## src/rtl/ita_gelu_requant.sv

```systemverilog
`default_nettype none
// ============================================================================
// Module   : ita_gelu_requant
// Purpose  : Two-stage elastic requantizer (multiply, rounding shift, offset,
//            saturate) for GELU results, with tile framing on the output.
//            Optional macro ITA_GELU_REQUANT_SAT_COUNT_EN adds sat_count_o.
// Revision : 1.0  initial release
// ============================================================================
module ita_gelu_requant #(
    parameter int IN_WIDTH  = 26,
    parameter int OUT_WIDTH = 8,
    parameter int LEN_WIDTH = 16
) (
    input  logic                        clk_i,
    input  logic                        rst_i,
    input  logic                        valid_i,
    output logic                        ready_o,
    input  logic signed [IN_WIDTH-1:0]  data_i,
    input  logic        [7:0]           mult_i,
    input  logic        [4:0]           shift_i,
    input  logic signed [7:0]           add_i,
    input  logic        [LEN_WIDTH-1:0] tile_len_i,
`ifdef ITA_GELU_REQUANT_SAT_COUNT_EN
    output logic        [15:0]          sat_count_o,
`endif
    output logic                        valid_o,
    input  logic                        ready_i,
    output logic signed [OUT_WIDTH-1:0] data_o,
    output logic                        last_o
);

    localparam int c_prod_w = IN_WIDTH + 9;
    localparam int c_sum_w  = c_prod_w + 2;
    localparam logic signed [c_sum_w-1:0] c_max =
        c_sum_w'((64'sd1 <<< (OUT_WIDTH - 1)) - 64'sd1);
    localparam logic signed [c_sum_w-1:0] c_min = ~c_max;
    localparam logic        [c_prod_w:0]  c_one = (c_prod_w + 1)'(1);

    logic                        r_s1_valid;
    logic signed [c_prod_w-1:0]  r_s1_prod;
    logic        [4:0]           r_s1_shift;
    logic signed [7:0]           r_s1_add;
    logic                        r_s2_valid;
    logic signed [OUT_WIDTH-1:0] r_s2_data;
    logic        [LEN_WIDTH-1:0] r_cnt;

    logic                        w_s1_adv;
    logic                        w_s2_adv;
    logic                        w_in_hs;
    logic                        w_out_hs;
    logic signed [c_prod_w-1:0]  w_prod;
    logic signed [c_prod_w:0]    w_ext;
    logic        [c_prod_w:0]    w_rnd;
    logic signed [c_prod_w:0]    w_rsum;
    logic signed [c_prod_w:0]    w_sh;
    logic signed [c_sum_w-1:0]   w_sum;
    logic                        w_clip_hi;
    logic                        w_clip_lo;
    logic signed [OUT_WIDTH-1:0] w_res;
    logic        [LEN_WIDTH-1:0] w_last_idx;
    logic                        w_last;

    assign w_s2_adv = !r_s2_valid || ready_i;
    assign w_s1_adv = !r_s1_valid || w_s2_adv;
    assign w_in_hs  = valid_i && w_s1_adv;
    assign w_out_hs = r_s2_valid && ready_i;
    assign ready_o  = w_s1_adv;
    assign valid_o  = r_s2_valid;

    // Both operands widened to the product width; mult is zero-extended.
    assign w_prod = $signed({{9{data_i[IN_WIDTH-1]}}, data_i})
                  * $signed({{IN_WIDTH{1'b0}}, mult_i});

    // One guard bit above the product keeps the rounding add exact.
    always_comb begin
        w_ext = {r_s1_prod[c_prod_w-1], r_s1_prod};
        w_rnd = '0;
        if (r_s1_shift != 5'd0) begin
            w_rnd = c_one << (r_s1_shift - 5'd1);
        end
        w_rsum    = w_ext + w_rnd;
        w_sh      = w_rsum >>> r_s1_shift;
        w_sum     = {w_sh[c_prod_w], w_sh}
                  + {{(c_sum_w - 8){r_s1_add[7]}}, r_s1_add};
        w_clip_hi = w_sum > c_max;
        w_clip_lo = w_sum < c_min;
        if (w_clip_hi) begin
            w_res = c_max[OUT_WIDTH-1:0];
        end else if (w_clip_lo) begin
            w_res = c_min[OUT_WIDTH-1:0];
        end else begin
            w_res = w_sum[OUT_WIDTH-1:0];
        end
    end

    // A zero tile length behaves as a one-beat tile.
    assign w_last_idx = (tile_len_i == '0) ? '0 : tile_len_i - 1'b1;
    assign w_last     = (r_cnt == w_last_idx);

    assign data_o = r_s2_valid ? r_s2_data : '0;
    assign last_o = r_s2_valid && w_last;

    always_ff @(posedge clk_i) begin
        if (rst_i) begin
            r_s1_valid <= 1'b0;
            r_s2_valid <= 1'b0;
            r_cnt      <= '0;
        end else begin
            if (w_s1_adv) begin
                r_s1_valid <= valid_i;
            end
            if (w_s2_adv) begin
                r_s2_valid <= r_s1_valid;
            end
            if (w_out_hs) begin
                r_cnt <= w_last ? '0 : r_cnt + 1'b1;
            end
        end
    end

    // Payload registers carry no reset; they are qualified by the valid bits.
    always_ff @(posedge clk_i) begin
        if (w_in_hs) begin
            r_s1_prod  <= w_prod;
            r_s1_shift <= shift_i;
            r_s1_add   <= add_i;
        end
        if (w_s2_adv && r_s1_valid) begin
            r_s2_data <= w_res;
        end
    end

`ifdef ITA_GELU_REQUANT_SAT_COUNT_EN
    logic        r_s2_clip;
    logic [15:0] r_sat_cnt;

    always_ff @(posedge clk_i) begin
        if (w_s2_adv && r_s1_valid) begin
            r_s2_clip <= w_clip_hi || w_clip_lo;
        end
    end

    always_ff @(posedge clk_i) begin
        if (rst_i) begin
            r_sat_cnt <= '0;
        end else if (w_out_hs && r_s2_clip && (r_sat_cnt != 16'hFFFF)) begin
            r_sat_cnt <= r_sat_cnt + 16'd1;
        end
    end

    assign sat_count_o = r_sat_cnt;
`endif

endmodule
`default_nettype wire

```

## config.mk

```make
export PLATFORM = sky130hd
export DESIGN_NAME = ita_gelu_requant
export DESIGN_NICKNAME = d
export VERILOG_FILES = /design/src/rtl/ita_gelu_requant.sv
export SDC_FILE = /design/constraint.sdc
export NUM_CORES = 1
export LEC_CHECK = 0
export ABC_AREA = 1
export BUFFER_PORTS_ARGS = -buffer_cell sky130_fd_sc_hd__buf_2
export CAP_MARGIN = 25
export CORE_MARGIN = 3
export CORE_UTILIZATION = 60
export CTS_BUF_LIST = sky130_fd_sc_hd__clkbuf_2 sky130_fd_sc_hd__clkbuf_4 sky130_fd_sc_hd__clkbuf_8
export DETAILED_ROUTE_END_ITERATION = 10
export PLACE_DENSITY = 0.86
export SYNTH_ARGS = -nofsm -noshare
export SYNTH_HDL_FRONTEND = slang
export SYNTH_SLANG_ARGS = --single-unit
export TNS_END_PERCENT = 50
```

## constraint.sdc

```tcl
create_clock -name clk_i -period 6.2 [get_ports clk_i]
set_clock_uncertainty 0.05 [all_clocks]
set_input_delay 0.62 -clock clk_i [delete_from_list [all_inputs] [get_ports clk_i]]
set_output_delay 0.62 -clock clk_i [all_outputs]
set_load 0.05 [all_outputs]
```

==> key figures <==
STA
  – Fin Hold WS: 382 ps
  – Final worst slack: 250 ps
  – Final Cycle Share: 96.0%
  – Worst slew pin tran: 767 ps
  – Final hold violation count: 0
  – # setup viols final: 0
  – Fmax achieved: 168 MHz
  – Post-route setup TNS: 0 ps
  – Period minus WS final: 5950 ps
  – Max_slew headroom: 48.6%
  – Max Transition Viols Final: 0

Synthesis
  – Syn. warnings: 0
  – Net Count, Synth: 3404
  – Synthesized area per cell: 6.22 sq um
  – Share of the synthesized area in the top cell type: 18.6%
  – #FFs+latches synth: 74
  – Fraction of registers with async set/reset: 0%
  – Unique masters post-synth: 55
  – Sequential area share after synthesis: 10.8%
  – Synth top cells by count: 933 x nand2_1, 564 x inv_1, 314 x nand3_1
  – Main synth FF type: edfxtp_1
  – Cell with the most instances after synthesis: nand2_1
  – Synth area leader: nand2_1
  – Gate Count Post-Synth: 3032
  – Post-synth EDFFs: 56
  – Synth area leaders: nand2_1 19%, fa_1 17%, inv_1 11%, ha_1 9.4%, edfxtp_1 8.9%
  – Post-Syn Area: 18900 sq um

CTS
  – Clock transition at path regs: 90 ps
  – Clk root buf: clkbuf_8
  – Clock sinks: 74
  – Max Buffers Root-to-Sink: 2
  – CTS Buf Count: 9
  – TritonCTS clock tree: built
  – # hold bufs at CTS: 0
  – H-tree lvl count: 3
  – Clk Latency, worst-skew pair: 370 ps

Route
  – WL final: 57100 um
  – Via count: 19686
  – Routed WL per cell: 16.5 um
  – DR pass1 iterations: 6
  – ANT nets after route: 0
  – 1st-iter DRT viols: 1730
  – Routed vias/inst: 5.69
  – Post-route DRC: 0

Setup path
  – CP Capture Point: r_s2_data[5]
  – Slowest stage cell, crit path: edfxtp_1
  – WS Path Type: reg -> reg
  – CP Data Required Time: 6270 ps
  – CP Data Arrival Time: 6020 ps
  – R2R depth: 37
  – Crit path capture type: flop
  – Max incr delay on CP: 400 ps
  – Worst-path fanout max: 7
  – Crit path from: r_s1_shift[1]
  – FF-to-FF setup slack: 250 ps
  – CP most frequent cell: nand2_1
  – R2R Path End: r_s2_data[5]
  – CP Launch Type: flop
  – FF-to-FF Start: r_s1_shift[1]

Global route
  – All-Layer GR Usage: 33.5%
  – Met3 Use GR: 2.30%
  – GRT Max-Usage Layer: met2
  – Initial antenna violation count: 0
  – M2 GR Usage: 55.4%
  – First-pass GRT wire length: 92200 um
  – Largest net degree at the start of global routing: 49
  – Vias in the first global route: 18673
  – Grt met1 use: 47.4%
  – Overflow after GRT: 0

Placement
  – PortBufs: 77
  – Routability cong.: 1.05
  – Place WS: -19.0 ps
  – Post-Place Cell Area: 19600 sq um
  – DP HPWL: 47500 um
  – Placed Cells: 3436

Power
  – Static Leak: 11.5 nW
  – Worst-case vdd ir drop: 0.000214 V
  – Pwr dens: 353 nW/um^2

Die
  – Die area: 33600 sq um
  – Area of the core: 30700 sq um
  – Io pins: 78
  – FP Rows: 64
  – Initial Util: 61.3%
  – Die X: 183 um
  – Height of the die: 183 um

Cells and area
  – P&R area growth vs syn: 8.82%
  – Fill count: 2792
  – Non-filler cells, final: 3457
  – Multi-input logic area: 14900 sq um
  – Post-route cell area: 20500 sq um
  – Share of layout cells above drive strength 1: 11.3%
  – Reg area: 2040 sq um
  – Layout Nets: 3428
  – Antenna diodes: 0

Flow run
  – Max-cap violations: 0

Worst hold path
  – Worst Hold Class: in -> reg

Run status
  – Outcome: finished clean
-- critical path, delay by kind of cell (launching register included) --
kind | cells | cell delay, ps
AO/OA/AOI/OAI | 4 | 720
adder cells (fa/ha/maj) | 2 | 740
XOR/XNOR | 1 | 380
buffers and inverters | 3 | 360
flip-flops | 1 | 400
AND/OR/NAND/NOR | 27 | 3060
-- through the flow --
stage / utilization (%) / total power, mW
6_report: 66.8 / 7.25
5_1_grt: 66.8 / 8.00
4_1_cts: 64.3 / 6.86
3_5_place_dp: 63.6 / 6.43
3_3_place_gp: 63.6 / 6.30
2_1_floorplan: - / 5.08
-- layout make-up --
class                   instances  share of cell area [%]
multi-input cells            2268                    72.5
well taps                     396                    2.41
clock buffers                   9                   0.603
flip-flops and latches         74                    9.95
clock inverters                 7                   0.396
repair buffers                112                    3.32
inverters                     591                    10.8
-- registers in the layout (all words and copies together), names as in the netlist --
register / cells
r_s2_data: 8
r_s1_valid: 1
r_s1_shift: 5
r_s1_add: 8
r_s1_prod: 35
valid_o: 1
r_cnt: 16
-- cells by family after synthesis --
family / after synthesis / share of synthesized area (%)
other: 1 / 0.0199
and+or+nand+nor: 1618 / 36.8
xor gates and xnor gates: 89 / 4.25
AOI/OAI and AO/OA: 255 / 7.48
buffers and inverters: 690 / 13.9
adders and majority gates: 305 / 26.8
DFF: 74 / 10.8
-- worst min path at each step --
| stage | from | endpoint | cells after the start |
|---|---|---|---|
| finish | add_i[7] | r_s1_add[7] | 1 |
| global route | add_i[7] | r_s1_add[7] | 1 |
| CTS | add_i[7] | r_s1_add[7] | 1 |
| detailed placement | r_s1_valid | valid_o | 2 |
| global placement | r_s1_valid | valid_o | 2 |
| floorplan | r_s1_valid | valid_o | 2 |
-- where the power goes --
group          switching [mW]  internal [mW]  leakage (nW)  total, mW
clock                   0.198          0.193         0.103      0.391
combinational            3.83           2.07          10.7       5.91
sequential             0.0892          0.859         0.689      0.948
total                    4.12           3.13          11.5       7.25
-- metal layers --
metal	routed length, um	vias up
li1	-	9487
met1	24400	9191
met2	26400	872
met3	4350	136
met4	1950	0
met5	0	-
-- layout by cell type, fill, tap and decap left out, types with 9 or more instances in the layout --
| cell type | netlist | layout |
|---|---|---|
| fa_1 | 164 | 162 |
| nand4_1 | 39 | 39 |
| ha_4 | 0 | 13 |
| dfxtp_1 | 18 | 18 |
| xnor2_1 | 27 | 27 |
| ha_1 | 141 | 111 |
| nand3_1 | 314 | 303 |
| o21ai_1 | 21 | 19 |
| edfxtp_1 | 56 | 56 |
| xor2_1 | 59 | 58 |
| nor2_1 | 231 | 195 |
| a21oi_2 | 4 | 29 |
| nor2_4 | 3 | 9 |
| nor3_1 | 25 | 20 |
| inv_1 | 564 | 563 |
| nand2_1 | 933 | 903 |
| inv_2 | 20 | 22 |
| buf_4 | 0 | 33 |
| nor2_2 | 6 | 36 |
| nand3_2 | 9 | 18 |
| ha_2 | 0 | 17 |
| o21bai_1 | 16 | 16 |
| a21oi_1 | 138 | 111 |
| buf_2 | 2 | 77 |
| nand2_2 | 2 | 31 |
| nand3b_1 | 22 | 22 |
| o21ai_0 | 44 | 41 |
| clkbuf_8 | 0 | 9 |
-- what timing repair did --
action | 4_1_cts | 5_1_grt
endpoints found under the setup margin | 7 | 8
gates cloned | 0 | 0
buffers inserted | 0 | 3
gates resized for setup | 2 | 174
pin swaps | 0 | 10
hold endpoints to repair | 0 | 0
(Power assumes the default switching activity.)
